--- config.mk ---
export PLATFORM = sky130hd
export DESIGN_NAME = ld_ind_seq_flat
export DESIGN_NICKNAME = d
export VERILOG_FILES = /design/src/rtl/ld_ind_seq_if.sv /design/src/rtl/ld_ind_seq.sv /design/src/flat_wrapper.sv
export SDC_FILE = /design/constraint.sdc
export NUM_CORES = 1
export LEC_CHECK = 0
export CORE_ASPECT_RATIO = 2
export CORE_MARGIN = 3
export CORE_UTILIZATION = 41
export DETAILED_ROUTE_END_ITERATION = 10
export PLACE_DENSITY = 0.77
export SLEW_MARGIN = 20
export SYNTH_ARGS = -nofsm -noshare
export SYNTH_HDL_FRONTEND = slang
export SYNTH_SLANG_ARGS = --single-unit
--- constraint.sdc ---
create_clock -name clk -period 2.3 [get_ports clk]
set_input_delay 0.69 -clock clk [delete_from_list [all_inputs] [get_ports clk]]
set_output_delay 0.69 -clock clk [all_outputs]
set_load 0.01 [all_outputs]
--- src/rtl/ld_ind_seq_if.sv ---
// Memory bus between the indirect load/store sequencer and the memory.
//   adr  : bus address              (master -> slave)
//   dout : bus write data           (master -> slave)
//   rd   : read strobe              (master -> slave)
//   wr   : write strobe             (master -> slave)
//   din  : bus read data            (slave  -> master)
interface ld_ind_seq_if #(
   parameter int unsigned ADDR_W = 16,
   parameter int unsigned DATA_W = 8
);
   logic [ADDR_W-1:0] adr;
   logic [DATA_W-1:0] dout;
   logic [DATA_W-1:0] din;
   logic              rd;
   logic              wr;

   modport master (output adr, output dout, output rd, output wr, input din);
   modport slave  (input adr, input dout, input rd, input wr, output din);
endinterface

--- src/rtl/ld_ind_seq.sv ---
// Sequencer for LD A,(ptr) / LD (ptr),A with optional HL post-inc/dec.
// One MEM M-cycle on the latched pointer, then one FETCH M-cycle on PC.
// Ports:
//   clk, nreset           : clock, async active-low reset (release synchronised)
//   start, is_store       : request, direction (0 = load, 1 = store)
//   ptr_sel, ptr_mode     : pointer select (BC/DE/HL), update mode (none/inc/dec)
//   reg_bc/de/hl/a/pc     : register file snapshot
//   bus                   : memory bus (adr, dout, rd, wr, din)
//   busy, done, err       : status; done/err are single-cycle pulses
//   a_we, a_wdata         : accumulator write-back (a_wdata follows din while a_we)
//   ptr_we/wsel/wdata     : pointer write-back
module ld_ind_seq #(
   parameter int unsigned TPM    = 4,
   parameter int unsigned ADDR_W = 16,
   parameter int unsigned DATA_W = 8
) (
   input  logic              clk,
   input  logic              nreset,
   input  logic              start,
   input  logic              is_store,
   input  logic [1:0]        ptr_sel,
   input  logic [1:0]        ptr_mode,
   input  logic [ADDR_W-1:0] reg_bc,
   input  logic [ADDR_W-1:0] reg_de,
   input  logic [ADDR_W-1:0] reg_hl,
   input  logic [DATA_W-1:0] reg_a,
   input  logic [ADDR_W-1:0] reg_pc,
   ld_ind_seq_if.master      bus,
   output logic              busy,
   output logic              a_we,
   output logic [DATA_W-1:0] a_wdata,
   output logic              ptr_we,
   output logic [1:0]        ptr_wsel,
   output logic [ADDR_W-1:0] ptr_wdata,
   output logic              done,
   output logic              err
);

   localparam int unsigned T_W = (TPM > 1) ? $clog2(TPM) : 1;

   typedef enum logic [1:0] {IDLE, MEM, FETCH} state_e;

   // Reset synchroniser: assertion is immediate, release takes two edges
   logic [1:0] rst_sync_q;
   logic       rst_n;

   always_ff @(posedge clk or negedge nreset) begin
      if (!nreset) rst_sync_q <= 2'b00;
      else         rst_sync_q <= {rst_sync_q[0], 1'b1};
   end

   assign rst_n = rst_sync_q[1];

   state_e            state_q, state_d;
   logic [T_W-1:0]    t_q, t_d;
   logic [ADDR_W-1:0] ptr_q, ptr_d;
   logic              store_q, store_d;
   logic              upd_q, upd_d;
   logic              dec_q, dec_d;
   logic [DATA_W-1:0] a_q, a_d;

   logic [ADDR_W-1:0] adr_q, adr_d;
   logic [DATA_W-1:0] dout_q, dout_d;
   logic              rd_q, rd_d;
   logic              wr_q, wr_d;
   logic              busy_q, busy_d;
   logic              a_we_q, a_we_d;
   logic              ptr_we_q, ptr_we_d;
   logic [1:0]        ptr_wsel_q, ptr_wsel_d;
   logic [ADDR_W-1:0] ptr_wdata_q, ptr_wdata_d;
   logic              done_q, done_d;
   logic              err_q, err_d;

   logic              t_last;
   logic              t_last_d;
   logic [ADDR_W-1:0] sel_ptr;

   assign t_last = (t_q == T_W'(TPM - 1));

   // Pointer mux for the request being sampled
   always_comb begin
      sel_ptr = reg_hl;
      case (ptr_sel)
         2'd0:    sel_ptr = reg_bc;
         2'd1:    sel_ptr = reg_de;
         default: sel_ptr = reg_hl;
      endcase
   end

   // Next state, plus outputs computed from the next state so they register in step
   always_comb begin
      state_d     = state_q;
      t_d         = t_q;
      ptr_d       = ptr_q;
      store_d     = store_q;
      upd_d       = upd_q;
      dec_d       = dec_q;
      a_d         = a_q;
      err_d       = 1'b0;
      adr_d       = '0;
      dout_d      = '0;
      rd_d        = 1'b0;
      wr_d        = 1'b0;
      a_we_d      = 1'b0;
      ptr_we_d    = 1'b0;
      ptr_wsel_d  = 2'd0;
      ptr_wdata_d = '0;
      done_d      = 1'b0;

      unique case (state_q)
         IDLE: begin
            if (start) begin
               if (ptr_sel == 2'd3 || ptr_mode == 2'd3) begin
                  err_d = 1'b1;
               end else begin
                  state_d = MEM;
                  t_d     = '0;
                  ptr_d   = sel_ptr;
                  store_d = is_store;
                  // Post-inc/dec only exists for HL; other pointers quietly ignore it
                  upd_d   = (ptr_sel == 2'd2) && (ptr_mode != 2'd0);
                  dec_d   = (ptr_mode == 2'd2);
                  a_d     = reg_a;
               end
            end
         end
         MEM: begin
            if (t_last) begin
               state_d = FETCH;
               t_d     = '0;
            end else begin
               t_d = t_q + T_W'(1);
            end
         end
         FETCH: begin
            if (t_last) begin
               state_d = IDLE;
               t_d     = '0;
            end else begin
               t_d = t_q + T_W'(1);
            end
         end
         default: begin
            state_d = IDLE;
            t_d     = '0;
         end
      endcase

      busy_d   = (state_d != IDLE);
      t_last_d = (t_d == T_W'(TPM - 1));

      case (state_d)
         MEM: begin
            adr_d = ptr_d;
            if (store_d) begin
               dout_d = a_d;
               // Write strobe sits inside the address window on both sides
               wr_d   = (t_d != '0) && !t_last_d;
            end else begin
               rd_d   = 1'b1;
               a_we_d = t_last_d;
            end
            if (upd_d && t_last_d) begin
               ptr_we_d    = 1'b1;
               ptr_wsel_d  = 2'd2;
               ptr_wdata_d = dec_d ? (ptr_d - ADDR_W'(1)) : (ptr_d + ADDR_W'(1));
            end
         end
         FETCH: begin
            adr_d  = reg_pc;
            rd_d   = 1'b1;
            done_d = t_last_d;
         end
         default: ;
      endcase
   end

   // State and registered outputs
   always_ff @(posedge clk or negedge rst_n) begin
      if (!rst_n) begin
         state_q     <= IDLE;
         t_q         <= '0;
         ptr_q       <= '0;
         store_q     <= 1'b0;
         upd_q       <= 1'b0;
         dec_q       <= 1'b0;
         a_q         <= '0;
         adr_q       <= '0;
         dout_q      <= '0;
         rd_q        <= 1'b0;
         wr_q        <= 1'b0;
         busy_q      <= 1'b0;
         a_we_q      <= 1'b0;
         ptr_we_q    <= 1'b0;
         ptr_wsel_q  <= 2'd0;
         ptr_wdata_q <= '0;
         done_q      <= 1'b0;
         err_q       <= 1'b0;
      end else begin
         state_q     <= state_d;
         t_q         <= t_d;
         ptr_q       <= ptr_d;
         store_q     <= store_d;
         upd_q       <= upd_d;
         dec_q       <= dec_d;
         a_q         <= a_d;
         adr_q       <= adr_d;
         dout_q      <= dout_d;
         rd_q        <= rd_d;
         wr_q        <= wr_d;
         busy_q      <= busy_d;
         a_we_q      <= a_we_d;
         ptr_we_q    <= ptr_we_d;
         ptr_wsel_q  <= ptr_wsel_d;
         ptr_wdata_q <= ptr_wdata_d;
         done_q      <= done_d;
         err_q       <= err_d;
      end
   end

   assign bus.adr   = adr_q;
   assign bus.dout  = dout_q;
   assign bus.rd    = rd_q;
   assign bus.wr    = wr_q;
   assign busy      = busy_q;
   assign a_we      = a_we_q;
   // Read data arrives in the same T-cycle it is written back, so it passes straight through
   assign a_wdata   = a_we_q ? bus.din : '0;
   assign ptr_we    = ptr_we_q;
   assign ptr_wsel  = ptr_wsel_q;
   assign ptr_wdata = ptr_wdata_q;
   assign done      = done_q;
   assign err       = err_q;

endmodule

--- src/flat_wrapper.sv ---
// flat-port wrapper written by rule: the top's interface ports become plain ports
module ld_ind_seq_flat 
#(
   parameter int unsigned TPM    = 4,
   parameter int unsigned ADDR_W = 16,
   parameter int unsigned DATA_W = 8
)
  (clk, nreset, start, is_store, ptr_sel, ptr_mode, reg_bc, reg_de, reg_hl, reg_a, reg_pc, busy, a_we, a_wdata, ptr_we, ptr_wsel, ptr_wdata, done, err, bus_adr, bus_dout, bus_rd, bus_wr, bus_din);
  ld_ind_seq_if #(.ADDR_W(ADDR_W), .DATA_W(DATA_W)) bus_i ();
  input  logic clk;
  input  logic nreset;
  input  logic start;
  input  logic is_store;
  input  logic [1:0] ptr_sel;
  input  logic [1:0] ptr_mode;
  input  logic [ADDR_W-1:0] reg_bc;
  input  logic [ADDR_W-1:0] reg_de;
  input  logic [ADDR_W-1:0] reg_hl;
  input  logic [DATA_W-1:0] reg_a;
  input  logic [ADDR_W-1:0] reg_pc;
  output logic busy;
  output logic a_we;
  output logic [DATA_W-1:0] a_wdata;
  output logic ptr_we;
  output logic [1:0] ptr_wsel;
  output logic [ADDR_W-1:0] ptr_wdata;
  output logic done;
  output logic err;
  output wire logic [$bits(bus_i.adr)-1:0] bus_adr;
  output wire logic [$bits(bus_i.dout)-1:0] bus_dout;
  output wire logic [$bits(bus_i.rd)-1:0] bus_rd;
  output wire logic [$bits(bus_i.wr)-1:0] bus_wr;
  input wire logic [$bits(bus_i.din)-1:0] bus_din;
  assign bus_adr = bus_i.adr;
  assign bus_dout = bus_i.dout;
  assign bus_rd = bus_i.rd;
  assign bus_wr = bus_i.wr;
  assign bus_i.din = bus_din;
  ld_ind_seq #(.TPM(TPM), .ADDR_W(ADDR_W), .DATA_W(DATA_W)) u_core (.clk(clk), .nreset(nreset), .start(start), .is_store(is_store), .ptr_sel(ptr_sel), .ptr_mode(ptr_mode), .reg_bc(reg_bc), .reg_de(reg_de), .reg_hl(reg_hl), .reg_a(reg_a), .reg_pc(reg_pc), .bus(bus_i), .busy(busy), .a_we(a_we), .a_wdata(a_wdata), .ptr_we(ptr_we), .ptr_wsel(ptr_wsel), .ptr_wdata(ptr_wdata), .done(done), .err(err));
endmodule
==> flow_summary_export.csv <==
group,metric,value,unit
run_status,run_status,"finished, violations left",
run_status,violations,"setup timing",
sta,hold_viol,0,
sta,slew_viol_final,0,
power,cellPowerDensity,1650,mW/mm2
final_layout,stdcell_count,828,
sta,slew_headroom,66.0,%
sta,period_share,129,%
final_layout,drive_gt1_share,42.7,%
worst_setup_path,worst-endpoint-required,2.56,ns
sta,rsz0062_at_grt,"true",
floorplan,dieWidth,77.3,um
final_layout,final_nets,803,
placed_design,portBuffers,143,
worst_setup_path,rrSetupSlack,-0.67,ns
worst_setup_path,cp-end-kind,"flip-flop",
clock_network,cts_buffer_depth,2,
grt,grt_max_degree,44,
final_layout,syn_to_final_growth,93.8,%
sta,worst_slew_pin_slew,0.509,ns
drt,drtPass1Iterations,5,
yosys,ys_seq_area_share,48.1,%
drt,drt_iter0_drc,302,
grt,grt_first_pass_wirelength,26.5,mm
power,netSwitchingPower,5290,uW
worst_setup_path,start_kind,"flip-flop",
grt,first_global_vias,5001,
final_layout,num_antenna_cells,0,
clock_network,path_clk_slew,0.06,ns
power,vdd_drop_max,0.913,mV
yosys,ys_warn_count,0,
run,maxCapViolCount,0,
placed_design,hpwl,10.6,mm
drt,drt-vias-per-instance,5.71,
clock_network,cts_inserted_buffers,9,
worst_setup_path,ff2ff_path_depth,14,
worst_setup_path,timing.rr.start,"u_core.state_q[0]",
drt,final_antenna_net_count,0,
yosys,synthesis.instances,407,
grt,grt_overflow,0,
placed_design,place.gp.congestion,0.916,
floorplan,core,0.00983,mm2
drt,vias,4731,
worst_setup_path,r2r-end,"u_core.ptr_wdata[9]",
yosys,avgSynthCellArea,10.2,um2
power,intPower,8010,uW
grt,grt_antenna_before_repair,0,
sta,fmax,337,MHz
clock_network,cts_tree,"done",
yosys,ys_ff_latch,80,
final_layout,layout_common_cells,"clkdlybuf4s50_1, buf_4, dfrtp_1",
yosys,yosys_most_used_dff,"dfrtp_1",
min_path,hp-class,"reg2async",
sta,finalSetupViolations,45,
power,power_frac_seq,15.6,%
floorplan,ios,145,
sta,fin_hold_ws,0.294,ns
worst_setup_path,cp_max_fo,7,
power,power.leakage,0.00362,uW
floorplan,dieHeight,149,um
sta,tns,-18.32,ns
clock_network,htreeDepth,3,
clock_network,cts.sinks,80,
final_layout,fin_util,82.1,%
drt,drc,0,
clock_network,cts-root-buf,"clkbuf_16",
grt,global_route.usage.total,30.4,%
power,clkPwrFrac,12.0,%
clock_network,clkLatencyLatePin,0.34,ns
drt,wl_per_cell,23.5,um
yosys,synth_cell_types,46,
floorplan,dieArea,0.0115,mm2
worst_setup_path,crit_type,"reg2reg",
yosys,ys_async_sr_fraction,100,%
worst_setup_path,cp.arrival,3.23,ns
final_layout,fill_cells,526,
power,p_sw_share,39.8,%
sta,fin_skew,0.00527,ns
yosys,syn_nets,519,
sta,finalWorstSetupSlack,-0.670,ns
yosys,synth-edff-count,0,
placed_design,dpl_cell_area,0.00651,mm2
power,pwr-share-comb,72.4,%
sta,finalCriticalPeriod,2.97,ns
floorplan,start_util,42.4,%
floorplan,rows,51,
yosys,syn_area,0.00417,mm2
clock_network,hold_buffers,0,
final_layout,final_area,0.00807,mm2
placed_design,dpl.cell_count,762,
drt,wirelength,19.5,mm
final_layout,mostFrequentLayoutCell,"clkdlybuf4s50_1",
==> layout make-up <==
class | count | area (um2) | share of cell area [%]
Timing Repair Buffer | 292 | 2760 | 34.1
Clock inverter | 6 | 90.1 | 1.12
Clock buffer | 10 | 239 | 2.96
Sequential cell | 80 | 2010 | 24.8
Inverter | 13 | 53.8 | 0.667
Tap cell | 132 | 165 | 2.05
Multi-Input combinational cell | 295 | 2760 | 34.2
==> per-stage QoR <==
| step | setup slack (ns) | total power, uW |
|---|---|---|
| after CTS | -0.544 | 11700 |
| final | -0.670 | 13300 |
| after global placement | -1.34 | 7670 |
| after floorplan | -0.700 | 5120 |
| after detailed placement | -1.43 | 7820 |
| after global routing | -0.755 | 13800 |
==> cell families (layout without fill, tap and decap cells) <==
logic type / count (synthesis) / after routing / synth area share, %
XOR/XNOR: 10 / 10 / 2.10
flip-flops: 80 / 80 / 48.1
adder cells (fa/ha/maj): 24 / 24 / 7.39
buffers and inverters: 33 / 321 / 3.48
other: 2 / 2 / 0.180
multiplexers: 31 / 31 / 8.11
AND/OR/NAND/NOR: 127 / 127 / 15.4
AO/OA/AOI/OAI: 100 / 101 / 15.2
==> worst max-delay path by stage <==
stage / cells past startpoint / end / startpoint / slack [ns]
2_1_floorplan: 11 / u_core.ptr_wdata[12] / ptr_sel[0] / -0.70
3_3_place_gp: 13 / u_core.ptr_wdata[13] / ptr_sel[0] / -1.34
5_1_grt: 12 / u_core.ptr_wdata[9] / reg_de[2] / -0.76
6_report: 14 / u_core.ptr_wdata[9] / u_core.state_q[0] / -0.67
3_5_place_dp: 13 / u_core.ptr_wdata[13] / ptr_sel[0] / -1.43
4_1_cts: 13 / u_core.ptr_wdata[12] / u_core.state_q[1] / -0.54
==> power groups by stage <==
stage	Combinational (uW)	Sequential, uW	Clock [uW]
global placement	5640	2030	0
detailed placement	5770	2050	0
CTS	8040	2040	1590
global route	9990	2110	1660
floorplan	3000	2120	0
finish	9620	2080	1600
==> worst max-delay path, stage by stage, from the launching register on <==
cell and delay, ns:
dfrtp_1 0.40, inv_2 0.09, ha_4 0.19, buf_6 0.11, nand4_4 0.13, buf_4 0.18
buf_6 0.15, nand2_4 0.09, o21ai_4 0.08, ha_4 0.30, and3_4 0.23, a41oi_4 0.17
a21o_1 0.29, a32oi_2 0.24, mux2i_1 0.23
==> per-layer routing <==
metal,wire length [um],global-route usage [%],vias up
li1,-,-,1995
met1,6610,30.9,2322
met2,10200,55.8,307
met3,1120,5.94,107
met4,1490,18.9,0
met5,0,0,-
==> sequential cells by signal, summed over array words and instances, names as in the netlist, 2 cells and up <==
register           count
u_core.state_q         2
u_core.a_q             8
u_core.ptr_wdata      16
u_core.bus.dout        8
u_core.ptr_q          16
u_core.bus.adr        16
u_core.rst_sync_q      2
u_core.t_q             2
==> timing repair <==
| item | CTS | global route |
|---|---|---|
| gates cloned | 4 | 0 |
| resized for setup | 155 | 53 |
| endpoints found under the hold margin | 0 | 0 |
| pin swaps | 43 | 34 |
| buffers inserted | 35 | 14 |
| endpoints found under the setup margin | 53 | 45 |
==> synthesized netlist by cell type (all sizes together) (2+ instances only) <==
cell    count  area share, %
a211oi      5            1.0
a21boi      3           0.63
a21o        5           0.90
a21oi      29            3.5
a22oi      19            3.4
and2       13            2.0
and3       10            1.5
buf         9            1.3
clkbuf     11           0.99
conb        2           0.18
dfrtp      80             48
ha         23            6.9
inv        13            1.2
mux2       13            3.8
mux2i      18            4.3
nand2      33            3.0
nand3       4           0.48
nand4       2           0.45
nor2       36            3.2
nor2b      17            2.6
nor3        3           0.36
nor3b       2           0.36
o21a        2           0.36
o21ai      27            3.2
o21bai      2           0.36
o31ai       2           0.36
or3         5           0.75
xnor2       6            1.3
xor2        4           0.84
Power figures use the tool's default switching activity.
